--- config.mk ---
export PLATFORM = sky130hd
export DESIGN_NAME = decompressor_stream_parser_flat
export DESIGN_NICKNAME = d
export VERILOG_FILES = /design/src/rtl/decompressor_stream_parser_if.sv /design/src/rtl/decompressor_stream_parser.sv /design/src/flat_wrapper.sv
export SDC_FILE = /design/constraint.sdc
export NUM_CORES = 1
export LEC_CHECK = 0
export CAP_MARGIN = 20
export CELL_PAD_IN_SITES_DETAIL_PLACEMENT = 1
export CELL_PAD_IN_SITES_GLOBAL_PLACEMENT = 2
export CORE_AREA = 3 3 85 87
export CTS_CLUSTER_SIZE = 8
export DETAILED_ROUTE_END_ITERATION = 10
export DIE_AREA = 0 0 88 90
export GPL_TIMING_DRIVEN = 0
export MAX_ROUTING_LAYER = met4
export PLACE_DENSITY = 0.86
export SKIP_CTS_REPAIR_TIMING = 1
export SLEW_MARGIN = 20
export SYNTH_ARGS = -nofsm -noshare
export SYNTH_HDL_FRONTEND = slang
export SYNTH_SLANG_ARGS = --single-unit
--- constraint.sdc ---
create_clock -name clock -period 4.2 [get_ports clock]
set_input_delay 0.84 -clock clock [delete_from_list [all_inputs] [get_ports clock]]
set_output_delay 0.84 -clock clock [all_outputs]
set_load 0.005 [all_outputs]
--- src/rtl/decompressor_stream_parser_if.sv ---
// Byte-stream input, item output and status lines of the LZRW1 stream parser.
interface decompressor_stream_parser_if;
  logic [7:0]  in_byte;
  logic        in_valid;
  logic        in_last;
  logic        in_ready;
  logic [15:0] out_data;
  logic        out_control;
  logic        out_valid;
  logic        out_stall;
  logic        stream_done;
  logic        error;

  // Stream source and item sink side (drives bytes, drives the downstream hold)
  modport master (
    output in_byte, in_valid, in_last, out_stall,
    input  in_ready, out_data, out_control, out_valid, stream_done, error
  );

  // Parser side
  modport slave (
    input  in_byte, in_valid, in_last, out_stall,
    output in_ready, out_data, out_control, out_valid, stream_done, error
  );
endinterface

--- src/rtl/decompressor_stream_parser.sv ---
// LZRW1 stream parser: splits the compressed byte stream into control words
// and items, and presents each item as {16-bit data, copy flag} to the
// decompressor through a single-entry output register.
//
// state   | meaning
// --------+-----------------------------------------------
// CTRL_LO | waiting for control word low byte
// CTRL_HI | waiting for control word high byte
// ITEM    | waiting for a literal byte or copy byte0
// COPY2   | waiting for copy byte1 (byte0 held in r_byte0)
module decompressor_stream_parser (
  input logic                         clock,
  input logic                         reset,
  decompressor_stream_parser_if.slave bus
);

  typedef enum logic [1:0] {
    S_CTRL_LO = 2'd0,
    S_CTRL_HI = 2'd1,
    S_ITEM    = 2'd2,
    S_COPY2   = 2'd3
  } state_t;

  state_t      r_state;
  logic [15:0] r_cw;
  logic [3:0]  r_idx;
  logic [7:0]  r_byte0;
  logic [15:0] r_out_data;
  logic        r_out_control;
  logic        r_out_valid;
  logic        r_done;
  logic        r_error;

  logic        w_flag;
  logic        w_out_free;
  logic        w_in_ready;
  logic        w_accept;
  logic        w_consume;
  logic        w_last_group_item;
  logic [11:0] w_copy_offset;

  assign w_flag            = r_cw[r_idx];
  assign w_out_free        = !r_out_valid || !bus.out_stall;
  assign w_accept          = bus.in_valid && w_in_ready;
  assign w_consume         = r_out_valid && !bus.out_stall;
  assign w_last_group_item = (r_idx == 4'd15);
  assign w_copy_offset     = {r_byte0[7:4], bus.in_byte};

  // Ready: control bytes and copy byte0 never load the output register, so
  // only item-completing bytes wait for the output slot to free up.
  always_comb begin
    w_in_ready = 1'b1;
    case (r_state)
      S_CTRL_LO: w_in_ready = 1'b1;
      S_CTRL_HI: w_in_ready = 1'b1;
      S_ITEM:    w_in_ready = w_flag ? 1'b1 : w_out_free;
      S_COPY2:   w_in_ready = w_out_free;
      default:   w_in_ready = 1'b1;
    endcase
  end

  // Parser FSM, output register and status flags.
  always_ff @(posedge clock) begin
    if (reset) begin
      r_state       <= S_CTRL_LO;
      r_cw          <= 16'h0000;
      r_idx         <= 4'd0;
      r_byte0       <= 8'h00;
      r_out_data    <= 16'h0000;
      r_out_control <= 1'b0;
      r_out_valid   <= 1'b0;
      r_done        <= 1'b0;
      r_error       <= 1'b0;
    end else begin
      r_done <= 1'b0;
      // A load below overrides this clear, giving back-to-back items.
      if (w_consume) begin
        r_out_valid <= 1'b0;
      end
      if (w_accept) begin
        case (r_state)
          S_CTRL_LO: begin
            if (bus.in_last) begin
              r_error <= 1'b1;
              r_state <= S_CTRL_LO;
            end else begin
              r_cw[7:0] <= bus.in_byte;
              r_state   <= S_CTRL_HI;
            end
          end
          S_CTRL_HI: begin
            if (bus.in_last) begin
              r_error <= 1'b1;
              r_state <= S_CTRL_LO;
            end else begin
              r_cw[15:8] <= bus.in_byte;
              r_idx      <= 4'd0;
              r_state    <= S_ITEM;
            end
          end
          S_ITEM: begin
            if (w_flag) begin
              if (bus.in_last) begin
                r_error <= 1'b1;
                r_state <= S_CTRL_LO;
              end else begin
                r_byte0 <= bus.in_byte;
                r_state <= S_COPY2;
              end
            end else begin
              r_out_data    <= {8'h00, bus.in_byte};
              r_out_control <= 1'b0;
              r_out_valid   <= 1'b1;
              if (bus.in_last) begin
                r_done  <= 1'b1;
                r_state <= S_CTRL_LO;
              end else if (w_last_group_item) begin
                r_state <= S_CTRL_LO;
              end else begin
                r_idx   <= r_idx + 4'd1;
                r_state <= S_ITEM;
              end
            end
          end
          S_COPY2: begin
            r_out_data    <= {r_byte0, bus.in_byte};
            r_out_control <= 1'b1;
            r_out_valid   <= 1'b1;
            // A zero offset would reference nothing; flag it but still pass it on.
            if (w_copy_offset == 12'd0) begin
              r_error <= 1'b1;
            end
            if (bus.in_last) begin
              r_done  <= 1'b1;
              r_state <= S_CTRL_LO;
            end else if (w_last_group_item) begin
              r_state <= S_CTRL_LO;
            end else begin
              r_idx   <= r_idx + 4'd1;
              r_state <= S_ITEM;
            end
          end
          default: r_state <= S_CTRL_LO;
        endcase
      end
    end
  end

  assign bus.in_ready    = w_in_ready;
  assign bus.out_data    = r_out_data;
  assign bus.out_control = r_out_control;
  assign bus.out_valid   = r_out_valid;
  assign bus.stream_done = r_done;
  assign bus.error       = r_error;

endmodule

--- src/flat_wrapper.sv ---
// flat-port wrapper written by rule: the top's interface ports become plain ports
module decompressor_stream_parser_flat 
  (clock, reset, bus_in_byte, bus_in_valid, bus_in_last, bus_out_stall, bus_in_ready, bus_out_data, bus_out_control, bus_out_valid, bus_stream_done, bus_error);
  decompressor_stream_parser_if bus_i ();
  input logic clock;
  input logic reset;
  input wire logic [$bits(bus_i.in_byte)-1:0] bus_in_byte;
  input wire logic [$bits(bus_i.in_valid)-1:0] bus_in_valid;
  input wire logic [$bits(bus_i.in_last)-1:0] bus_in_last;
  input wire logic [$bits(bus_i.out_stall)-1:0] bus_out_stall;
  output wire logic [$bits(bus_i.in_ready)-1:0] bus_in_ready;
  output wire logic [$bits(bus_i.out_data)-1:0] bus_out_data;
  output wire logic [$bits(bus_i.out_control)-1:0] bus_out_control;
  output wire logic [$bits(bus_i.out_valid)-1:0] bus_out_valid;
  output wire logic [$bits(bus_i.stream_done)-1:0] bus_stream_done;
  output wire logic [$bits(bus_i.error)-1:0] bus_error;
  assign bus_i.in_byte = bus_in_byte;
  assign bus_i.in_valid = bus_in_valid;
  assign bus_i.in_last = bus_in_last;
  assign bus_i.out_stall = bus_out_stall;
  assign bus_in_ready = bus_i.in_ready;
  assign bus_out_data = bus_i.out_data;
  assign bus_out_control = bus_i.out_control;
  assign bus_out_valid = bus_i.out_valid;
  assign bus_stream_done = bus_i.stream_done;
  assign bus_error = bus_i.error;
  decompressor_stream_parser u_core (.clock(clock), .reset(reset), .bus(bus_i));
endmodule
==> summary.json, run 1 <==
{
  "synth_seq_area_share_pct": 45.8,
  "placement.io_buffers": 32,
  "antenna_violations_before_repair": 0,
  "final_number_of_max_transition_violations": 0,
  "min_setup_slack_post_route_ns": 0.703,
  "count_of_antenna_diodes_in_the_layout": 0,
  "clock_tree_buf_depth": 2,
  "vias_in_the_first_global_route": 2048,
  "setup_viol": 0,
  "syn_area_um2": 2180,
  "worstReg2RegEnd": "u_core.r_idx[2]",
  "cts.reportedPaths.clkPinSlew_ns": 0.10,
  "post-route-min-period_ns": 3.50,
  "ys_ff_latch": 50,
  "worst_r2r_path_depth": 6,
  "place_congestion": 0.837,
  "timing.critical_path.fanout_max": 10,
  "number_of_distinct_standard_cells_referenced_by_the_synthesized_netlist": 48,
  "grt_remaining_overflow": 0,
  "regToRegSetupSlack_ns": 1.93,
  "timing_worst_setup_path_type": "reg -> out",
  "area_growth_syn_to_layout_pct": 23.7,
  "tightest_hold_check_type": "reg -> reg",
  "place_inst": 357,
  "floorplan_row_count": 29,
  "worst_setup_path_start_kind": "register",
  "number_of_clock_buffers_inserted_by_tritoncts": 5,
  "timing.critical_path.arrival_ns": 2.66,
  "multi_input_comb_area_um2": 1080,
  "postSynth.asyncResetShare_pct": 0,
  "die-area_um2": 7920,
  "ant_nets": 0,
  "setup_tns_ns": 0,
  "post_synth.cell_area_avg_um2": 8.80,
  "die_h_um": 90,
  "most-common-layout-cells": "sky130_fd_sc_hd__dfxtp_1 (50), sky130_fd_sc_hd__nand2_1 (43), sky130_fd_sc_hd__a21oi_1 (36), sky130_fd_sc_hd__clkdlybuf4s50_1 (32), sky130_fd_sc_hd__nand3_1 (21)",
  "critical_path_cell_by_cell": "buf_6 > mux2_2 > o22ai_1 > o32ai_2 > or3_1 > clkdlybuf4s50_1",
  "cts_tree": "yes",
  "layout.cells.non_filler": 365,
  "filler_cell_count": 786,
  "ys.flop_type": "sky130_fd_sc_hd__dfxtp_1",
  "timing.hold.ws_ns": 0.459,
  "synth_top_cell_area_share_pct": 45.8,
  "terminating_pin_of_the_worst_hold_path": "u_core.bus.out_control",
  "timing.max_slew.rel_slack_pct": 36.3,
  "finClkSkew_ns": 0.00739,
  "numClockSinks": 50,
  "initial_core_util_pct": 34.0,
  "maxCapViolations": 0,
  "dp.final_hpwl_mm": 4.67,
  "clk_root_buffer_cell": "sky130_fd_sc_hd__clkbuf_8",
  "layout.area.seq_um2": 1000,
  "endpoint_kind": "primary output",
  "most_frequent_standard_cell_in_the_layout_excluding_fill_and_tap_cells": "sky130_fd_sc_hd__dfxtp_1",
  "drt_first_pass_iters": 4,
  "fmax_mhz": 286,
  "critPathBufInv": 2,
  "report.final.hold_viol_count": 0,
  "detail_route.wl_per_cell_um": 17.8,
  "initialDrtViolationCount": 71,
  "chipWidth_um": 88,
  "core_region_area_um2": 6420,
  "grt_pass1_wl_mm": 10.7,
  "critical_path_required_ns": 3.36,
  "irDropWorstVdd_v": 0.000168,
  "routed_via_density": 5.54,
  "r2r-start": "u_core.r_idx[2]",
  "drive_above_1_share_pct": 9.03,
  "wirelength_mm": 6.50,
  "rsz0062_at_grt": "no",
  "run_status": "finished, final reports clean",
  "post_synth_edffs": 0,
  "hold_start": "u_core.bus.out_control",
  "worstMarginPinSlew_ns": 0.949,
  "track_usage_pct": 17.7,
  "pwr_density_cell_nw_per_um2": 322,
  "htree_num_levels": 2,
  "place_area_um2": 2610,
  "critical_path.top_delay_family": "buffers and inverters",
  "slowest_delay_ns": 0.46,
  "holdPathStages": 1,
  "route.vias.total": 2022,
  "cpMaxStageDelayCell": "sky130_fd_sc_hd__clkdlybuf4s50_1",
  "postLayoutCellArea_um2": 2700,
  "clkLatencyLatePin_ns": 0.31,
  "synth_top_cells_by_area": "sky130_fd_sc_hd__dfxtp_1 (46%), sky130_fd_sc_hd__a21oi_1 (8.3%), sky130_fd_sc_hd__nand2_1 (7.4%), sky130_fd_sc_hd__nand3_1 (4.8%), sky130_fd_sc_hd__o21ai_0 (3.9%)",
  "netlist.top_cell.by_area": "sky130_fd_sc_hd__dfxtp_1",
  "placement.setup.worst_slack_ns": 0.972,
  "synth_warnings": 0,
  "synthesis.instances": 248,
  "finalCritPeriodShare_pct": 83.3,
  "net_count_of_the_finished_layout": 301,
  "syn-num-nets": 262,
  "power_leakage_uw": 0.000860,
  "number_of_top_level_design_ports": 34,
  "drc_errors": 0,
  "grt_start_max_net_pins": 16
}
-- sequential cells by signal (all words and copies together), names as in the netlist --
register	flops
u_core.bus.out_data	16
u_core.r_cw	16
u_core.r_byte0	8
u_core.r_state	2
u_core.bus.out_control	1
u_core.bus.stream_done	1
u_core.r_idx	4
u_core.bus.out_valid	1
u_core.bus.error	1
-- area by class of cell --
class,count,share of cell area (%)
clock buffer,6,3.06
tap,77,3.57
sequential,50,37.1
buffer,12,3.15
timing repair buffer,32,11.9
multi-input combinational,181,40.1
inverter,5,0.695
clock inverter,2,0.463
-- metal layers --
metal | up-vias | wire [um] | global-route usage [%]
met2 | 46 | 3040 | 27.1
met1 | 991 | 3180 | 24.0
met5 | - | 0 | -
li1 | 978 | - | -
met4 | 0 | 74 | 4.09
met3 | 7 | 204 | 3.56
-- Yosys cell counts (2+ instances only) --
cell type	count
sky130_fd_sc_hd__nor4_1	3
sky130_fd_sc_hd__clkbuf_1	6
sky130_fd_sc_hd__nand2b_1	3
sky130_fd_sc_hd__inv_1	5
sky130_fd_sc_hd__mux2_2	3
sky130_fd_sc_hd__o22ai_1	2
sky130_fd_sc_hd__nor3_1	4
sky130_fd_sc_hd__a31oi_1	2
sky130_fd_sc_hd__mux2i_1	5
sky130_fd_sc_hd__nand2_1	43
sky130_fd_sc_hd__nor2_1	3
sky130_fd_sc_hd__a22o_1	8
sky130_fd_sc_hd__buf_6	3
sky130_fd_sc_hd__a21oi_1	36
sky130_fd_sc_hd__nand3_1	21
sky130_fd_sc_hd__o21ai_0	17
sky130_fd_sc_hd__o31ai_1	2
sky130_fd_sc_hd__dfxtp_1	50
sky130_fd_sc_hd__and3_1	2
sky130_fd_sc_hd__a211oi_1	2
-- kinds of logic after synthesis --
group	after synthesis	share of synthesized area, %
flops	50	45.8
mux	9	4.87
compound gates	83	25.0
simple gates	88	19.0
fa+ha+maj	1	0.573
buf+inv	17	4.76
-- report_power, final --
group / internal [uW] / leakage (uW) / switching [uW]
Combinational: 31.3 / 0.000409 / 51.0
Clock: 133 / 0.0000472 / 166
Sequential: 482 / 0.000404 / 5.33
Total: 646 / 0.000860 / 222
-- metrics by stage --
| stage | util (%) | power, uW |
|---|---|---|
| 3_3_place_gp | 40.5 | 579 |
| 2_1_floorplan | - | 540 |
| 4_1_cts | 42.0 | 880 |
| 3_5_place_dp | 40.6 | 580 |
| 6_report | 42.0 | 868 |
| 5_1_grt | 42.0 | 909 |
-- how the worst max path moves through the flow --
| stage | slack (ns) | end | depth (start not counted) | start |
|---|---|---|---|---|
| after floorplan | 1.75 | bus_in_ready | 5 | u_core.r_idx[2] |
| after global placement | 0.98 | bus_in_ready | 4 | bus_out_stall |
| after detailed placement | 0.97 | bus_in_ready | 4 | bus_out_stall |
| after CTS | 0.68 | bus_in_ready | 6 | u_core.r_idx[2] |
| after global routing | 0.60 | bus_in_ready | 6 | u_core.r_idx[2] |
| final | 0.70 | bus_in_ready | 6 | u_core.r_idx[2] |
Power figures use the tool's default switching activity.
==> run 2, diff against run 1 <==
CORE_AREA = 3 3 87 89   (was 3 3 85 87)
DIE_AREA = 0 0 90 92   (was 0 0 88 90)
PLACE_DENSITY = 0.83   (was 0.86)
clock period = 3.49 ns   (was 4.2 ns; I/O delays follow)
==> summary.json, run 2 (same netlist as run 1, synthesis figures left out) <==
{
  "run_status": "finished, final reports clean",
  "clk_root_buffer_cell": "sky130_fd_sc_hd__clkbuf_8",
  "filler_cell_count": {"value": 836, "change": "+6.4%"},
  "dp.final_hpwl": {"value": 4.78, "unit": "mm", "change": "+2.4%"},
  "place_congestion": {"value": 0.806, "change": "-3.7%"},
  "most_frequent_standard_cell_in_the_layout_excluding_fill_and_tap_cells": "sky130_fd_sc_hd__dfxtp_1",
  "detail_route.wl_per_cell": {"value": 17.5, "unit": "um", "change": "-1.9%"},
  "initial_core_util": {"value": 32.0, "unit": "%", "change": "-2.0 points"},
  "number_of_top_level_design_ports": {"value": 34, "change": "unchanged"},
  "initialDrtViolationCount": {"value": 79, "change": "+11%"},
  "grt_start_max_net_pins": {"value": 15, "change": "-1"},
  "drc_errors": {"value": 0, "change": "unchanged"},
  "drive_above_1_share": {"value": 8.33, "unit": "%", "change": "-0.69 points"},
  "antenna_violations_before_repair": {"value": 0, "change": "unchanged"},
  "placement.setup.worst_slack": {"value": 0.470, "unit": "ns", "change": "-0.501 ns"},
  "report.final.hold_viol_count": {"value": 0, "change": "unchanged"},
  "min_setup_slack_post_route": {"value": 0.164, "unit": "ns", "change": "-0.540 ns"},
  "ant_nets": {"value": 0, "change": "unchanged"},
  "power_leakage": {"value": 0.000865, "unit": "uW", "change": "+0.61%"},
  "sw_share": {"value": 24.1, "unit": "%", "change": "-1.5 points"},
  "cts.reportedPaths.clkPinSlew": {"value": 0.10, "unit": "ns", "change": "about the same"},
  "layout.area.seq": {"value": 1000, "unit": "um^2", "change": "unchanged"},
  "number_of_clock_buffers_inserted_by_tritoncts": {"value": 5, "change": "unchanged"},
  "final_number_of_max_transition_violations": {"value": 0, "change": "unchanged"},
  "routed_via_density": {"value": 5.29, "change": "-4.5%"},
  "floorplan_row_count": {"value": 30, "change": "+3.4%"},
  "p_comb_share": {"value": 9.0, "unit": "%", "change": "-0.5 points"},
  "htree_num_levels": {"value": 2, "change": "unchanged"},
  "cts_tree": "yes",
  "finalCritPeriodShare_pct": 95.3,
  "worstMarginPinSlew": {"value": 0.966, "unit": "ns", "change": "+0.0169 ns"},
  "rsz0062_at_grt": "no",
  "die_h": {"value": 92, "unit": "um", "change": "+2.2%"},
  "total_internal_power": {"value": 832, "unit": "uW", "change": "+29%"},
  "worst_setup_path_start_kind": "register",
  "vias_in_the_first_global_route": {"value": 2148, "change": "+4.9%"},
  "area_growth_syn_to_layout_pct": 25.3,
  "numClockSinks": {"value": 50, "change": "unchanged"},
  "clkLatencyLatePin": {"value": 0.31, "unit": "ns", "change": "about the same"},
  "setup_viol": {"value": 0, "change": "unchanged"},
  "placement.io_buffers": {"value": 32, "change": "unchanged"},
  "net_count_of_the_finished_layout": {"value": 301, "change": "unchanged"},
  "most-common-layout-cells": "sky130_fd_sc_hd__dfxtp_1 (50), sky130_fd_sc_hd__nand2_1 (43), sky130_fd_sc_hd__a21oi_1 (36), sky130_fd_sc_hd__clkdlybuf4s50_1 (32), sky130_fd_sc_hd__nand3_1 (21)",
  "core_region_area": {"value": 6830, "unit": "um^2", "change": "+6.4%"},
  "p_switching": {"value": 264, "unit": "uW", "change": "+19%"},
  "pwr_density_cell": {"value": 401, "unit": "nW/um^2", "change": "+25%"},
  "track_usage": {"value": 17.6, "unit": "%", "change": "-0.081 points"},
  "post-route-min-period_ns": 3.33,
  "route.vias.total": {"value": 2032, "change": "+0.49%"},
  "clock_tree_buf_depth": {"value": 2, "change": "unchanged"},
  "grt_remaining_overflow": {"value": 0, "change": "unchanged"},
  "endpoint_kind": "primary output",
  "timing.critical_path.fanout_max": {"value": 10, "change": "unchanged"},
  "wirelength": {"value": 6.71, "unit": "mm", "change": "+3.2%"},
  "setup_tns": {"value": 0, "unit": "ns", "change": "unchanged"},
  "timing.max_slew.rel_slack": {"value": 35.1, "unit": "%", "change": "-1.1 points"},
  "finClkSkew": {"value": 0.0111, "unit": "ns", "change": "+0.00370 ns"},
  "count_of_antenna_diodes_in_the_layout": {"value": 0, "change": "unchanged"},
  "timing.critical_path.arrival": {"value": 2.63, "unit": "ns", "change": "-0.03 ns"},
  "tightest_hold_check_type": "reg -> reg",
  "drt_first_pass_iters": {"value": 4, "change": "unchanged"},
  "maxCapViolations": {"value": 0, "change": "unchanged"},
  "chipWidth": {"value": 90, "unit": "um", "change": "+2.3%"},
  "grt_pass1_wl": {"value": 11.3, "unit": "mm", "change": "+5.0%"},
  "irDropWorstVdd": {"value": 0.000216, "unit": "V", "change": "+28%"},
  "multi_input_comb_area": {"value": 1080, "unit": "um^2", "change": "unchanged"},
  "power.share.sequential": {"value": 53.5, "unit": "%", "change": "-2.6 points"},
  "fmax_mhz": 301,
  "die-area": {"value": 8280, "unit": "um^2", "change": "+4.5%"},
  "timing_worst_setup_path_type": "reg -> out",
  "critical_path_required": {"value": 2.79, "unit": "ns", "change": "-0.57 ns"},
  "pwr-share-clk": {"value": 37.5, "unit": "%", "change": "+3.1 points"}
}
-- run 2: final timing paths --
kind / start / to / slack [ns] / depth (start not counted)
worst min-delay path: u_core.r_cw[0] / u_core.r_cw[0] / 0.46 / 2
worst max-delay path: u_core.r_idx[2] / bus_in_ready / 0.16 / 6
worst max register to register: u_core.r_idx[2] / u_core.r_idx[0] / 1.27 / 7
worst min register to register: u_core.r_cw[0] / u_core.r_cw[0] / 0.46 / 2
-- run 2: per-layer routing --
metal  share of wire [%]  vias up  global-route usage (%)
li1                    -      982                       -
met1                  49      996                    23.0
met2                  46       46                    28.4
met3                 3.1        8                    2.46
met4                 1.5        0                    5.61
met5                   0        -                       -
-- run 2: final cells by class --
cell class                      count  area share, %
Multi-Input combinational cell    181           39.6
Sequential cell                    50           36.6
Timing Repair Buffer               32           11.7
Tap cell                           96           4.39
Buffer                             12           3.11
Clock buffer                        7           2.79
Clock inverter                      1           1.10
Inverter                            5          0.686
-- run 2: power by group through the flow --
stage | clock (uW) | combinational, uW | sequential [uW]
6_report | 411 | 99.0 | 586
3_3_place_gp | 0 | 97.8 | 599
5_1_grt | 450 | 109 | 588
2_1_floorplan | 0 | 52.0 | 598
3_5_place_dp | 0 | 99.0 | 600
4_1_cts | 424 | 99.6 | 586
-- run 2: worst max-delay path, stage by stage (launching register included) --
cell	delay [ns]
sky130_fd_sc_hd__dfxtp_1	0.42
sky130_fd_sc_hd__buf_6	0.19
sky130_fd_sc_hd__mux2_2	0.35
sky130_fd_sc_hd__o22ai_1	0.38
sky130_fd_sc_hd__o32ai_2	0.18
sky130_fd_sc_hd__or3_1	0.34
sky130_fd_sc_hd__clkdlybuf4s50_1	0.46
-- run 2: metrics by stage --
| step | total power (uW) | cells | area [um^2] | hold slack [ns] | util (%) |
|---|---|---|---|---|---|
| after floorplan | 650 | 248 | 2180 | 0.433 | - |
| after global placement | 697 | 376 | 2620 | 0.433 | 38.4 |
| after detailed placement | 699 | 376 | 2630 | 0.448 | 38.5 |
| after CTS | 1110 | 384 | 2740 | 0.462 | 40.0 |
| after global routing | 1150 | 384 | 2740 | 0.487 | 40.0 |
| final | 1100 | 384 | 2740 | 0.459 | 40.0 |
==> run 3, diff against run 2 <==
SLEW_MARGIN = unset   (was 20)
==> summary.json, run 3 (same netlist as run 1, synthesis figures left out) <==
{
  "die_h": {"value": 92, "unit": "um", "change": "unchanged"},
  "post-route-min-period": {"value": 3.37, "unit": "ns", "change": "+0.0436 ns"},
  "critical_path_required": {"value": 2.79, "unit": "ns", "change": "about the same"},
  "timing.critical_path.arrival": {"value": 2.67, "unit": "ns", "change": "+0.04 ns"},
  "terminating_pin_of_the_worst_hold_path": "u_core.r_cw[0]",
  "initial_core_util": {"value": 32.0, "unit": "%", "change": "unchanged"},
  "most-common-layout-cells": "sky130_fd_sc_hd__dfxtp_1 (50), sky130_fd_sc_hd__nand2_1 (43), sky130_fd_sc_hd__a21oi_1 (36), sky130_fd_sc_hd__clkdlybuf4s50_1 (32), sky130_fd_sc_hd__nand3_1 (21)",
  "net_count_of_the_finished_layout": {"value": 302, "change": "+0.33%"},
  "numClockSinks": {"value": 50, "change": "unchanged"},
  "critPathBufInv": {"value": 2, "change": "unchanged"},
  "irDropWorstVdd": {"value": 0.000137, "unit": "V", "change": "-37%"},
  "worstReg2RegEnd": "u_core.bus.out_data[2]",
  "most_frequent_standard_cell_in_the_layout_excluding_fill_and_tap_cells": "sky130_fd_sc_hd__dfxtp_1",
  "final_number_of_max_transition_violations": {"value": 0, "change": "unchanged"},
  "timing.hold.ws": {"value": 0.458, "unit": "ns", "change": "-0.000960 ns"},
  "chipWidth": {"value": 90, "unit": "um", "change": "unchanged"},
  "die-area": {"value": 8280, "unit": "um^2", "change": "unchanged"},
  "fmax": {"value": 297, "unit": "MHz", "change": "-1.3%"},
  "drive_above_1_share": {"value": 8.36, "unit": "%", "change": "+0.029 points"},
  "regToRegSetupSlack": {"value": 1.22, "unit": "ns", "change": "-0.05 ns"},
  "timing.critical_path.fanout_max": {"value": 10, "change": "unchanged"},
  "power.share.sequential": {"value": 57.0, "unit": "%", "change": "+3.5 points"},
  "detail_route.wl_per_cell": {"value": 17.4, "unit": "um", "change": "-0.22%"},
  "track_usage": {"value": 17.1, "unit": "%", "change": "-0.47 points"},
  "cpMaxStageDelayCell": "sky130_fd_sc_hd__clkdlybuf4s50_1",
  "pwr_density_cell": {"value": 379, "unit": "nW/um^2", "change": "-5.4%"},
  "worstMarginPinSlew": {"value": 0.951, "unit": "ns", "change": "-0.0146 ns"},
  "clock_tree_buf_depth": {"value": 2, "change": "unchanged"},
  "finClkSkew": {"value": 0.00879, "unit": "ns", "change": "-0.00230 ns"},
  "htree_num_levels": {"value": 2, "change": "unchanged"},
  "worst_setup_path_start_kind": "register",
  "cts.reportedPaths.clkPinSlew": {"value": 0.09, "unit": "ns", "change": "about the same"},
  "critical_path.top_delay_family": "buffers and inverters",
  "cts_tree": "yes",
  "drt_first_pass_iters": {"value": 4, "change": "unchanged"},
  "timing_worst_setup_path_type": "reg -> out",
  "count_of_antenna_diodes_in_the_layout": {"value": 0, "change": "unchanged"},
  "endpoint_kind": "primary output",
  "pwr-share-clk": {"value": 33.4, "unit": "%", "change": "-4.1 points"},
  "grt_pass1_wl": {"value": 11.0, "unit": "mm", "change": "-1.9%"},
  "multi_input_comb_area": {"value": 1080, "unit": "um^2", "change": "-0.46%"},
  "vias_in_the_first_global_route": {"value": 2101, "change": "-2.2%"},
  "number_of_clock_buffers_inserted_by_tritoncts": {"value": 5, "change": "unchanged"},
  "grt_remaining_overflow": {"value": 0, "change": "unchanged"},
  "worst_r2r_path_depth": {"value": 7, "change": "unchanged"},
  "grt_start_max_net_pins": {"value": 14, "change": "-1"},
  "overall_power_after_layout": {"value": 1030, "unit": "uW", "change": "-6.1%"},
  "rsz0062_at_grt": "no",
  "p_comb_share": {"value": 9.6, "unit": "%", "change": "+0.6 points"},
  "route.vias.total": {"value": 1998, "change": "-1.7%"},
  "hold_start": "u_core.r_cw[0]",
  "setup_tns": {"value": 0, "unit": "ns", "change": "unchanged"},
  "initialDrtViolationCount": {"value": 97, "change": "+23%"},
  "wirelength": {"value": 6.68, "unit": "mm", "change": "-0.48%"},
  "floorplan_row_count": {"value": 30, "change": "unchanged"},
  "ant_nets": {"value": 0, "change": "unchanged"},
  "critical_path_cell_by_cell": "buf_6 > mux2_2 > o22ai_1 > o32ai_2 > or3_1 > clkdlybuf4s50_1",
  "placement.setup.worst_slack": {"value": 0.473, "unit": "ns", "change": "+0.00231 ns"},
  "setup_viol": {"value": 0, "change": "unchanged"},
  "report.final.hold_viol_count": {"value": 0, "change": "unchanged"},
  "timing.max_slew.rel_slack": {"value": 36.1, "unit": "%", "change": "+0.98 points"},
  "core_region_area": {"value": 6830, "unit": "um^2", "change": "unchanged"},
  "slowest_delay": {"value": 0.46, "unit": "ns", "change": "about the same"},
  "area_growth_syn_to_layout_pct": 24.3,
  "dp.final_hpwl": {"value": 4.75, "unit": "mm", "change": "-0.71%"},
  "number_of_top_level_design_ports": {"value": 34, "change": "unchanged"},
  "clk_root_buffer_cell": "sky130_fd_sc_hd__clkbuf_8",
  "power_leakage": {"value": 0.000860, "unit": "uW", "change": "-0.57%"},
  "total_internal_power": {"value": 771, "unit": "uW", "change": "-7.3%"},
  "placement.io_buffers": {"value": 32, "change": "unchanged"},
  "run_status": "finished, final reports clean",
  "routed_via_density": {"value": 5.22, "change": "-1.4%"},
  "filler_cell_count": {"value": 833, "change": "-0.36%"},
  "finalCritPeriodShare": {"value": 96.6, "unit": "%", "change": "+1.2 points"},
  "maxCapViolations": {"value": 0, "change": "unchanged"},
  "antenna_violations_before_repair": {"value": 0, "change": "unchanged"},
  "min_setup_slack_post_route": {"value": 0.120, "unit": "ns", "change": "-0.0436 ns"},
  "place_congestion": {"value": 0.806, "change": "unchanged"},
  "sw_share": {"value": 25.1, "unit": "%", "change": "+0.97 points"},
  "clkLatencyLatePin": {"value": 0.30, "unit": "ns", "change": "about the same"},
  "drc_errors": {"value": 0, "change": "unchanged"},
  "holdPathStages": {"value": 2, "change": "unchanged"},
  "p_switching": {"value": 258, "unit": "uW", "change": "-2.3%"},
  "tightest_hold_check_type": "reg -> reg",
  "layout.area.seq": {"value": 1000, "unit": "um^2", "change": "unchanged"},
  "r2r-start": "u_core.r_idx[2]"
}
-- run 3: changes by cell type in the layout (fill, tap and decap cells not counted), sizes merged --
cell    change
bufinv      -1
buf         +1
clkbuf      -1
-- run 3: how the worst max path moves through the flow --
stage,end,start,cells past startpoint
detailed placement,bus_in_ready,u_core.r_idx[2],6
global placement,bus_in_ready,u_core.r_idx[2],6
finish,bus_in_ready,u_core.r_idx[2],6
global route,bus_in_ready,u_core.r_idx[2],6
CTS,bus_in_ready,u_core.r_idx[2],6
floorplan,bus_in_ready,u_core.r_idx[2],5
-- run 3: area by class of cell --
| cell class | count | share of cell area [%] |
|---|---|---|
| buffer | 12 | 3.14 |
| clock buffer | 6 | 3.04 |
| inverter | 5 | 0.692 |
| multi-input combinational | 181 | 39.7 |
| sequential | 50 | 36.9 |
| tap | 96 | 4.43 |
| timing repair buffer | 33 | 12.1 |
-- run 3: metrics by stage --
| step | util (%) | std cells | instance area [um^2] |
|---|---|---|---|
| after CTS | 39.7 | 383 | 2710 |
| after detailed placement | 38.5 | 377 | 2630 |
| after global placement | 38.4 | 376 | 2620 |
| final | 39.7 | 383 | 2710 |
| after global routing | 39.7 | 383 | 2710 |
| after floorplan | - | 248 | 2180 |
-- run 3: power groups by stage --
stage	logic [uW]	registers (uW)	clock network (uW)
after CTS	99.7	586	352
after global routing	108	588	377
final	99.3	586	344
after floorplan	52.0	598	0
after detailed placement	98.8	600	0
after global placement	97.8	599	0
-- run 3: worst register-to-register path, delay by kind of cell (launching register included) --
kind                   cells  cell delay, ns
AOI/OAI and AO/OA          3            0.86
buffers and inverters      2            0.43
DFF                        1            0.42
muxes                      1            0.36
and+or+nand+nor            1            0.12
-- run 3: metal layers --
metal | vias up | share of wire, % | global-route usage (%)
met1 | 969 | 49 | 21.9
met4 | 0 | 1.0 | 4.72
met2 | 42 | 47 | 28.7
li1 | 981 | - | -
met5 | - | 0 | -
met3 | 6 | 2.4 | 2.30
==> edit, RTL diff (flow settings as in run 3) <==
Reset style: asynchronous (`reset`), changed in one clocked block.
--- a/src/rtl/decompressor_stream_parser.sv
+++ b/src/rtl/decompressor_stream_parser.sv
@@ -60,7 +60,7 @@
   end
 
   // Parser FSM, output register and status flags.
-  always_ff @(posedge clock) begin
+  always_ff @(posedge clock or posedge reset) begin
     if (reset) begin
       r_state       <= S_CTRL_LO;
       r_cw          <= 16'h0000;
Formal check against the unedited RTL: differs if reset is asserted again (counterexample within 4 cycles, from zero or initial values and one cycle with reset high); with reset held inactive, the same outputs for 4 cycles.
==> edit against run 3 <==
- synthesized area grew 5.0%
- sequential cell count unchanged
- routed wire length fell by 19%
- register-to-register slack got worse by 0.09 ns
- synthesized cell count decreased by 31%
- clock skew shrank 0.0024 ns
- hold slack better by 0.026 ns
- setup slack better by 0.25 ns
- design area grew 5.1%
- critical path type unchanged
Power is not compared: it rests on default switching activity, and its combinational part moved more than twofold at a synthesized area within 25%.
==> edit: results (changes against run 3) <==
[run_status]
status = completed

[clock_network]
clk_latency_ns = 0.31
cts_made_buffers = 5  ; unchanged

[place]
place_inst = 301  ; -20%
portBuffers = 33  ; +3.1%
dp_hpwl_mm = 3.88  ; -18%
gp_congestion = 0.764  ; -5.2%

[drt]
postRouteWirelength_mm = 5.43  ; -19%
post_drt_wl_per_cell_um = 17.6  ; +1.0%
wl_met2_mm = 2.54  ; -20%
wl_met1_mm = 2.67  ; -19%
route.met3.wl_um = 156  ; -4.3%
num_vias = 1555  ; -22%
detail_route.iter0.violations = 32  ; -67%

[logic_synthesis]
syn-num-nets = 185  ; -29%
synth.avg_cell_area_um2 = 13.4  ; +52%
yosysSeqAreaShare = 0.546  ; +0.0874
synth_top_area_share = 0.546  ; +0.0874
synth_commonest_cells = dfrtp_1 (50), mux2_2 (33), a22o_1 (8), nand2_1 (6), nand3_1 (6)
async_flop_share = 1.00  ; +1.00
yosysUniqueCellTypes = 40  ; -17%
synthTopCellsByArea = dfrtp_1 (55%), mux2_2 (16%), a22o_1 (3.1%)
ys.flop_type = dfrtp_1

[global_routing]
grt_pass1_wl_mm = 9.23  ; -16%
grt_use_met1 = 0.189  ; -0.0298
grt_util_met2 = 0.229  ; -0.0579
track_usage = 0.145  ; -0.0269
grt_max_degree = 28  ; +14
grt_pass1_vias = 1767  ; -16%
use_met3 = 0.0328  ; +0.00984

[worst_setup_path]
r2r_slack_ns = 1.13  ; -0.09 ns
slowest_stage = mux4_2
reg2reg_to = u_core.r_byte0[5]$_DFFE_PP0P_
slowest_delay_ns = 0.52  ; +0.06 ns
worstReg2RegStart = u_core.r_idx[0]$_DFFE_PP0P_
critPathMaxFanout = 9  ; -1

[final_layout]
fillCellCount = 756  ; -9.2%
nNetsFinal = 226  ; -25%
drive_gt1_frac = 0.274  ; +0.190

[timing]
tightest_slew_ns = 0.794  ; -0.157 ns
worst_clock_skew_ns = 0.00641  ; -0.00238 ns
fin_hold_ws_ns = 0.484  ; +0.0263 ns

[min_path]
holdPathEnd = u_core.bus.out_control$_DFFE_PP0P_

edit: per-stage QoR:
step	area [um2]	total power (uW)	setup WS (ns)
after floorplan	2290	1600	1.30
after global placement	2740	1980	0.603
after detailed placement	2770	2020	0.694
after CTS	2850	2370	0.337
after global routing	2850	2510	0.216
final	2850	2340	0.365
edit: final cells by class:
type                    count  area [um2]  share of cell area
clock inverters             2        13.8             0.00482
repair buffers             34         358               0.125
inverters                   4        15.0             0.00526
multi-input cells         109         978               0.343
well taps                  96         120              0.0421
clock buffers               5        68.8              0.0241
plain buffers               8        47.5              0.0167
flip-flops and latches     50        1250               0.439
edit: cell families after synthesis:
kind of cell	count (synthesis)	share of synthesized area
compound gates	34	0.124
fa+ha+maj	1	0.00546
buf+inv	12	0.0273
flops	50	0.546
mux	37	0.197
simple gates	37	0.100
